File: src/rtl/vga_pkg.sv
// vga_pkg: 640x480@60 VGA timing constants, derived sync/region bounds and the vertical region encoding
package vga_pkg;
  localparam int CW = 10;
  localparam int H_ACTIVE = 640;
  localparam int H_FP = 16;
  localparam int H_SYNC = 96;
  localparam int H_BP = 48;
  localparam int V_ACTIVE = 480;
  localparam int V_FP = 10;
  localparam int V_SYNC = 2;
  localparam int V_BP = 33;
  localparam int H_TOTAL = H_ACTIVE + H_FP + H_SYNC + H_BP;
  localparam int V_TOTAL = V_ACTIVE + V_FP + V_SYNC + V_BP;
  localparam int HS_START = H_ACTIVE + H_FP;
  localparam int HS_END = HS_START + H_SYNC - 1;
  localparam int VS_START = V_ACTIVE + V_FP;
  localparam int VS_END = VS_START + V_SYNC - 1;
  typedef enum logic [1:0] {
    REG_ACTIVE = 2'd0,
    REG_FRONT = 2'd1,
    REG_SYNC = 2'd2,
    REG_BACK = 2'd3
  } v_region_t;
endpackage

File: src/rtl/vga_sync_gen_if.sv
// vga_sync_gen_if: pixel strobe + h/v counts in (master drives), syncs/video_on/pixel coords/ticks/v_region/range_err out (slave drives)
interface vga_sync_gen_if;
  import vga_pkg::*;
  logic pix_en;
  logic [CW-1:0] h_count;
  logic [CW-1:0] v_count;
  logic hsync;
  logic vsync;
  logic video_on;
  logic [CW-1:0] pixel_x;
  logic [CW-1:0] pixel_y;
  logic line_tick;
  logic frame_tick;
  logic [1:0] v_region;
  logic range_err;
  modport master (
    output pix_en, h_count, v_count,
    input hsync, vsync, video_on, pixel_x, pixel_y, line_tick, frame_tick, v_region, range_err
  );
  modport slave (
    input pix_en, h_count, v_count,
    output hsync, vsync, video_on, pixel_x, pixel_y, line_tick, frame_tick, v_region, range_err
  );
endinterface

File: src/rtl/vga_range_decode.sv
// vga_range_decode: hit=1 when count lies in [LO,HI] (unsigned); in: count, out: hit
module vga_range_decode #(
  parameter int W = 10,
  parameter int LO = 0,
  parameter int HI = 0
) (
  input logic [W-1:0] count,
  output logic hit
);
  logic [W-1:0] d;
  assign d = count - W'(LO);
  assign hit = d <= W'(HI - LO);
endmodule

File: src/rtl/vga_sync_gen.sv
// vga_sync_gen: registers sync/video/coordinate/tick/region/error outputs from h/v counts sampled on pix_en; ports clk, reset, bus (slave)
module vga_sync_gen
  import vga_pkg::*;
(
  input logic clk,
  input logic reset,
  vga_sync_gen_if.slave bus
);
  logic h_ok, v_ok, hs_hit, vs_hit, ha_hit, va_hit, vf_hit, ok, h_last, v_last;
  logic hsync_q, vsync_q, video_on_q, line_tick_q, frame_tick_q, range_err_q;
  logic [CW-1:0] pixel_x_q, pixel_y_q;
  v_region_t state_q, state_d;
  vga_range_decode #(.W(CW), .LO(0), .HI(H_TOTAL - 1)) u_h_ok (.count(bus.h_count), .hit(h_ok));
  vga_range_decode #(.W(CW), .LO(0), .HI(V_TOTAL - 1)) u_v_ok (.count(bus.v_count), .hit(v_ok));
  vga_range_decode #(.W(CW), .LO(HS_START), .HI(HS_END)) u_hs (.count(bus.h_count), .hit(hs_hit));
  vga_range_decode #(.W(CW), .LO(VS_START), .HI(VS_END)) u_vs (.count(bus.v_count), .hit(vs_hit));
  vga_range_decode #(.W(CW), .LO(0), .HI(H_ACTIVE - 1)) u_ha (.count(bus.h_count), .hit(ha_hit));
  vga_range_decode #(.W(CW), .LO(0), .HI(V_ACTIVE - 1)) u_va (.count(bus.v_count), .hit(va_hit));
  vga_range_decode #(.W(CW), .LO(V_ACTIVE), .HI(VS_START - 1)) u_vf (.count(bus.v_count), .hit(vf_hit));
  assign ok = h_ok && v_ok;
  assign h_last = bus.h_count == CW'(H_TOTAL - 1);
  assign v_last = bus.v_count == CW'(V_TOTAL - 1);
  always_ff @(posedge clk) state_q <= reset ? REG_ACTIVE : state_d;
  always_comb state_d = !bus.pix_en ? state_q : va_hit ? REG_ACTIVE : vf_hit ? REG_FRONT : vs_hit ? REG_SYNC : REG_BACK;
  always_comb bus.v_region = state_q;
  always_ff @(posedge clk) begin
    if (reset) begin
      hsync_q <= 1'b1;
      vsync_q <= 1'b1;
      video_on_q <= 1'b0;
      pixel_x_q <= '0;
      pixel_y_q <= '0;
      line_tick_q <= 1'b0;
      frame_tick_q <= 1'b0;
      range_err_q <= 1'b0;
    end else begin
      line_tick_q <= bus.pix_en && ok && h_last;
      frame_tick_q <= bus.pix_en && ok && h_last && v_last;
      range_err_q <= range_err_q || (bus.pix_en && !ok);
      if (bus.pix_en) begin
        hsync_q <= !(ok && hs_hit);
        vsync_q <= !(ok && vs_hit);
        video_on_q <= ha_hit && va_hit;
        pixel_x_q <= (ha_hit && va_hit) ? bus.h_count : '0;
        pixel_y_q <= (ha_hit && va_hit) ? bus.v_count : '0;
      end
    end
  end
  assign bus.hsync = hsync_q;
  assign bus.vsync = vsync_q;
  assign bus.video_on = video_on_q;
  assign bus.pixel_x = pixel_x_q;
  assign bus.pixel_y = pixel_y_q;
  assign bus.line_tick = line_tick_q;
  assign bus.frame_tick = frame_tick_q;
  assign bus.range_err = range_err_q;
endmodule
File: src/flat_wrapper.sv
// flat-port wrapper written by rule: the top's interface ports become plain ports
module vga_sync_gen_flat import vga_pkg::*;
  (clk, reset, bus_pix_en, bus_h_count, bus_v_count, bus_hsync, bus_vsync, bus_video_on, bus_pixel_x, bus_pixel_y, bus_line_tick, bus_frame_tick, bus_v_region, bus_range_err);
  vga_sync_gen_if bus_i ();
  input logic clk;
  input logic reset;
  input wire logic [$bits(bus_i.pix_en)-1:0] bus_pix_en;
  input wire logic [$bits(bus_i.h_count)-1:0] bus_h_count;
  input wire logic [$bits(bus_i.v_count)-1:0] bus_v_count;
  output wire logic [$bits(bus_i.hsync)-1:0] bus_hsync;
  output wire logic [$bits(bus_i.vsync)-1:0] bus_vsync;
  output wire logic [$bits(bus_i.video_on)-1:0] bus_video_on;
  output wire logic [$bits(bus_i.pixel_x)-1:0] bus_pixel_x;
  output wire logic [$bits(bus_i.pixel_y)-1:0] bus_pixel_y;
  output wire logic [$bits(bus_i.line_tick)-1:0] bus_line_tick;
  output wire logic [$bits(bus_i.frame_tick)-1:0] bus_frame_tick;
  output wire logic [$bits(bus_i.v_region)-1:0] bus_v_region;
  output wire logic [$bits(bus_i.range_err)-1:0] bus_range_err;
  assign bus_i.pix_en = bus_pix_en;
  assign bus_i.h_count = bus_h_count;
  assign bus_i.v_count = bus_v_count;
  assign bus_hsync = bus_i.hsync;
  assign bus_vsync = bus_i.vsync;
  assign bus_video_on = bus_i.video_on;
  assign bus_pixel_x = bus_i.pixel_x;
  assign bus_pixel_y = bus_i.pixel_y;
  assign bus_line_tick = bus_i.line_tick;
  assign bus_frame_tick = bus_i.frame_tick;
  assign bus_v_region = bus_i.v_region;
  assign bus_range_err = bus_i.range_err;
  vga_sync_gen u_core (.clk(clk), .reset(reset), .bus(bus_i));
endmodule
File: config.mk
export PLATFORM = sky130hd
export DESIGN_NAME = vga_sync_gen_flat
export DESIGN_NICKNAME = d
export VERILOG_FILES = /design/src/rtl/vga_pkg.sv /design/src/rtl/vga_sync_gen_if.sv /design/src/rtl/vga_range_decode.sv /design/src/rtl/vga_sync_gen.sv /design/src/flat_wrapper.sv
export SDC_FILE = /design/constraint.sdc
export NUM_CORES = 1
export LEC_CHECK = 0
export BUFFER_PORTS_ARGS = -buffer_cell sky130_fd_sc_hd__buf_2
export CORE_MARGIN = 1.5
export CORE_UTILIZATION = 30
export CTS_CLUSTER_SIZE = 14
export DETAILED_ROUTE_END_ITERATION = 10
export PLACE_DENSITY = 0.51
export REMOVE_ABC_BUFFERS = 1
export SYNTH_ARGS = -nofsm -noshare
export SYNTH_HDL_FRONTEND = slang
export SYNTH_HIERARCHICAL = 1
export SYNTH_SLANG_ARGS = --single-unit
File: constraint.sdc
create_clock -name clk -period 2.2 [get_ports clk]
set_clock_uncertainty 0.1 [all_clocks]
set_input_delay 0.11 -clock clk [delete_from_list [all_inputs] [get_ports clk]]
set_output_delay 0.11 -clock clk [all_outputs]
set_load 0.01 [all_outputs]
==> results.cfg, run 1 <==
[logic_synthesis]
avgSynthCellArea_sq_um = 9.23
yosys.area.top_type = dfxtp_1
ys_top_cells_by_count = dfxtp_1, nor2_1, a22oi_1
synthTopCellsByArea = dfxtp_1, a22oi_1, nor2_1
synth_ff_type = dfxtp_1
synth_cell_type_count = 44
yosysTopAreaCellShare = 0.431
synth-xor-area-share = 0.00673
yosysMostFrequentCell = dfxtp_1
synth_area_sq_um = 1300
synthAdderAreaFrac = 0.0385
async_flop_share = 0
synth_top_family_by_area = simple AND/OR/NAND/NOR gates
yosys-mux-area-fraction = 0
synth_compound_area_frac = 0.238
synth_edf_count = 0
yosys.area_share.simple = 0.240
ys_ff_latch = 28
syn-instance-count = 141
ys_warn_count = 6
seq_area_frac_synth = 0.431

[global_route]
grt.total_usage = 0.150
grt_max_degree = 28
grt_pass1_wl_um = 5380
grt_antenna_before_repair = 0
grt_remaining_overflow = 0
grt_pass1_vias = 1161

[sta]
fmaxAchievable_mhz = 641
fin_setup_tns_ns = 0
fin_hold_ws_ns = 0.0198
hold_violations = 0
rsz0062_at_grt = no
relSlewSlack = 0.677
setup_viol = 0
tightest_slew_ns = 0.485
layout_min_cycle_time_ns = 1.56
finalCritPeriodShare = 0.709
slew_violations = 0

[floorplanning]
row_count = 23
die_y_um = 68.9
core_sq_um = 4090
dieArea_sq_um = 4740
start_util = 0.318
die_width_um = 68.9
io_pins = 51

[worst_setup_path]
path_class = primary input to flop
cp.arrival_ns = 1.68
cp-start-kind = primary input
path_max_fanout = 7
required_ns = 2.32
worstSetupStartpoint = bus_v_count[7]
timing.rr.start = u_core/bus.pixel_y[5]$_SDFFE_PP0P_
end_kind = flop

[placement]
dpl.hpwl_um = 2440
io_buffer_count = 50
finalWeightedCongestion = 0.730
dpl-instance-area_sq_um = 1600

[drt]
post-route-drc-count = 0
vias_per_cell = 5.32
avgRoutedWirePerCell_um = 13.9
ant_nets = 0
first_pass_iters = 4
wirelength_um = 3330
dr_total_vias = 1272
first_iter_violations = 136

[run]
maxCapViolations = 0

[cts]
h-tree-depth = 1
cts_tree = built
cts.sinks = 28
path_clk_slew_ns = 0.09
numCtsBuffers = 3
clk_latency_ns = 0.26
cts_root_buffer = clkbuf_8
cts_buffer_depth = 2

[worst_hold_path]
min-delay-start = bus_v_count[0]
min_path_type = primary input to flop

[power_and_ir_drop]
vdd_drop_max_uv = 494
cellPowerDensity_nw_per_um2 = 577
p_leak_nw = 0.740

[final_layout]
design_area_sq_um = 1660
drive_gt1_frac = 0.333
utilization = 0.407
antenna_cells = 0
synthToLayoutAreaGrowth_pct = 27.8
final_nets = 218

[status]
status = complete, no violations
-- layout by cell type, fill, tap and decap left out, drive strengths merged, types with 2 or more instances in the layout --
cell,Yosys,routed
buf,2,51
dfxtp,28,28
nor2,24,24
a22oi,20,20
inv,7,7
a21oi,5,5
ha,4,4
nand2,4,4
clkbuf,6,3
and3,3,3
nand2b,3,3
or4b,3,3
dlygate4sd3,0,2
nor3b,2,2
o22ai,2,2
nand4b,2,2
nand3,2,2
nor3,2,2
o21ai,2,2
-- final timing paths --
kind	end	slack, ns	depth (start not counted)
worst max register to register	u_core/bus.pixel_y[5]$_SDFFE_PP0P_	1.41	2
worst min-delay path	u_core/bus.pixel_y[0]$_SDFFE_PP0P_	0.02	3
worst max-delay path	u_core/bus.frame_tick$_SDFF_PP0_	0.64	6
worst min register to register	u_core/bus.v_region[0]$_SDFFE_PP0P_	0.37	2
-- cells by family after synthesis --
family,after synthesis
DFF,28
adders and majority gates,4
xor gates and xnor gates,1
buffers and inverters,15
AOI/OAI and AO/OA,40
and+or+nand+nor,53
-- worst max-delay path, cell delays in order --
cell and delay [ns]:
buf_2 0.14, or4_1 0.54, o31ai_2 0.28, nand2_2 0.14, nor4_4 0.30, and3_1 0.17
-- cell type report --
cell class | count | area, sq um
repair buffers | 53 | 290
clock buffers | 3 | 41.3
inverters | 7 | 26.3
multi-input cells | 98 | 682
well taps | 50 | 62.6
flip-flops and latches | 28 | 561
fillers | 428 | 2420
-- per-stage QoR --
step / power [mW] / setup slack [ns] / std cells
floorplan: 0.615 / 0.623 / 133
global placement: 0.697 / 0.407 / 234
detailed placement: 0.700 / 0.370 / 234
CTS: 0.978 / 0.648 / 239
global route: 1.02 / 0.597 / 239
finish: 0.959 / 0.641 / 239
-- sequential cells by signal, summed over array words and instances, names as in the netlist --
| register | flops |
|---|---|
| u_core/bus.pixel_x | 10 |
| u_core/bus.pixel_y | 10 |
| u_core/bus.hsync | 1 |
| u_core/bus.video_on | 1 |
| u_core/bus.v_region | 2 |
| u_core/bus.range_err | 1 |
| u_core/bus.frame_tick | 1 |
| u_core/bus.vsync | 1 |
| u_core/bus.line_tick | 1 |
-- routing by layer --
layer  global-route usage  part of all wire  vias up
li1                     -                 -      617
met1                0.188              0.45      612
met2                0.264              0.48       41
met3               0.0357             0.066        2
met4               0.0221            0.0048        0
met5                    0                 0        -
-- power breakdown --
| part | switching [mW] | leakage, nW | internal (mW) |
|---|---|---|---|
| combinational | 0.0936 | 0.491 | 0.0669 |
| sequential | 0.00713 | 0.228 | 0.522 |
| clock | 0.147 | 0.0216 | 0.123 |
| total | 0.248 | 0.740 | 0.711 |
-- what timing repair did --
action | in CTS | in global routing
hold endpoints to repair | 2 | 0
hold buffers | 2 | 0
gates resized for setup | 0 | 0
setup buffers | 0 | 0
(Power assumes the default switching activity.)
==> inputs of run 2 (changes only) <==
Settings changed: PLACE_DENSITY 0.51 to 0.53.
Clock period 2.2 ns to 1.26 ns, I/O delays scaled along.
==> run 2 against run 1 <==
  * The run now ends with negative setup slack left
  * Worst setup slack lost 0.69 ns
  * First-iteration DRC count shrank 54%
  * Core utilization grew 7.7 points
  * Sequential power grew 75%
  * Clock power grew 110%
  * Global-route usage grew 2.4 points
  * Non-clock buffer count grew 28
  * Combinational power grew 130%
  * Largest cell class unchanged
  * Highest routed layer unchanged
==> results.cfg, run 2 (synthesized netlist as in run 1, its figures left out) <==
[run]
maxCapViolations = 0

[cts]
cts_tree = built
cts_root_buffer = clkbuf_8
h-tree-depth = 1
clk_latency_ns = 0.27
cts_buffer_depth = 2
cts.sinks = 28
path_clk_slew_ns = 0.09
numCtsBuffers = 3

[final_layout]
final_cell_mix = buf_2, dfxtp_1, nor2_1
synthToLayoutAreaGrowth_pct = 52.1
antenna_cells = 0
fillers = 414
drive_gt1_frac = 0.445
final_nets = 246
design_area_sq_um = 1980
final_cells = 268
mostFrequentLayoutCell = buf_2

[power_and_ir_drop]
p_leak_nw = 0.901
vdd_drop_max_uv = 389
cellPowerDensity_nw_per_um2 = 937

[sta]
hold_violations = 0
fmaxAchievable_mhz = 761
layout_min_cycle_time_ns = 1.31
slew_violations = 0
relSlewSlack = 0.718
tightest_slew_ns = 0.423
finalCritPeriodShare = 1.04
setup_viol = 5
setup_ws_ns = -0.0537
rsz0062_at_grt = yes

[worst_setup_path]
cp-start-kind = primary input
path_cells = buf_8 -> or4_4 -> o31ai_4 -> nand2_2 -> buf_4 -> o22ai_2 -> nand2b_1
max_stage_delay_ns = 0.54
path_class = primary input to flop
required_ns = 1.33
cp_top_family = simple AND/OR/NAND/NOR gates
end_kind = flop
cp.arrival_ns = 1.38
path_buf_inv = 2
path_max_fanout = 3
crit_slowest_cell = or4_4

[floorplanning]
die_width_um = 68.9
core_sq_um = 4090
die_y_um = 68.9
row_count = 23
dieArea_sq_um = 4740
start_util = 0.318
io_pins = 51

[drt]
first_iter_violations = 62
post-route-drc-count = 0
ant_nets = 0
first_pass_iters = 4
avgRoutedWirePerCell_um = 14.2
vias_per_cell = 5.15
wirelength_um = 3810
dr_total_vias = 1380

[placement]
dpl-instance-area_sq_um = 1780
dp_cells = 258
dpl.hpwl_um = 2710
finalWeightedCongestion = 0.706
io_buffer_count = 50

[global_route]
grt_pass1_vias = 1396
grt_remaining_overflow = 0
grt_max_degree = 27
grt.total_usage = 0.173
grt_antenna_before_repair = 0
grt_pass1_wl_um = 6170

[status]
violations = negative setup slack
status = complete, but fails checks

[worst_hold_path]
min_path_type = primary input to flop
-- run 2: path summary, 6_finish.rpt --
check	end	slack, ns	depth (start not counted)	from
max	u_core/bus.hsync$_SDFFE_PP1P_	-0.05	7	bus_v_count[5]
min reg2reg	u_core/bus.v_region[0]$_SDFFE_PP0P_	0.37	2	u_core/bus.v_region[0]$_SDFFE_PP0P_
max reg2reg	u_core/bus.pixel_x[0]$_SDFFE_PP0P_	0.46	2	u_core/bus.pixel_x[0]$_SDFFE_PP0P_
min	u_core/bus.pixel_x[7]$_SDFFE_PP0P_	0.01	3	bus_h_count[7]
-- run 2: routing by layer --
| metal | track usage | share of wire | wire (um) |
|---|---|---|---|
| met4 | 0.0515 | 0.0034 | 13 |
| met2 | 0.299 | 0.49 | 1860 |
| met5 | 0 | 0 | 0 |
| met1 | 0.219 | 0.45 | 1700 |
| met3 | 0.0308 | 0.063 | 241 |
-- run 2: area by class of cell --
cell class | instances | area, sq um | share of cell area
Clock buffer | 4 | 55.1 | 0.0278
Inverter | 7 | 26.3 | 0.0133
Multi-Input combinational cell | 98 | 743 | 0.375
Sequential cell | 28 | 561 | 0.283
Tap cell | 50 | 62.6 | 0.0316
Timing Repair Buffer | 81 | 532 | 0.269
-- run 2: tightest hold or removal path, stage by stage --
cell     delay [ns]
buf_2          0.14
a22oi_1        0.08
nor2_1         0.07
-- run 2: per-stage QoR --
stage | hold WS [ns] | utilization | worst slack (ns) | TNS [ns] | total power [mW]
finish | 0.0111 | 0.484 | -0.0537 | -0.165 | 1.85
global route | 0.0439 | 0.484 | -0.107 | -0.401 | 1.95
CTS | 0.00869 | 0.478 | -0.0368 | -0.112 | 1.88
detailed placement | 0.236 | 0.436 | -0.473 | -3.49 | 1.28
global placement | 0.226 | 0.436 | -0.429 | -3.10 | 1.27
floorplan | 0.0321 | - | -0.270 | -0.964 | 1.07
-- run 2: report_power, final --
group	internal, mW	switching (mW)	leakage, nW
logic	0.185	0.188	0.645
registers	0.911	0.0135	0.228
clock network	0.280	0.276	0.0288
-- run 2: what timing repair did --
| action | CTS | global route |
|---|---|---|
| gates resized for setup | 13 | 5 |
| setup endpoints to repair | 7 | 6 |
| hold buffers | 5 | 0 |
| setup buffers | 1 | 0 |
| endpoints found under the hold margin | 5 | 0 |
| pin swaps | 7 | 2 |
| cloned | 0 | 0 |
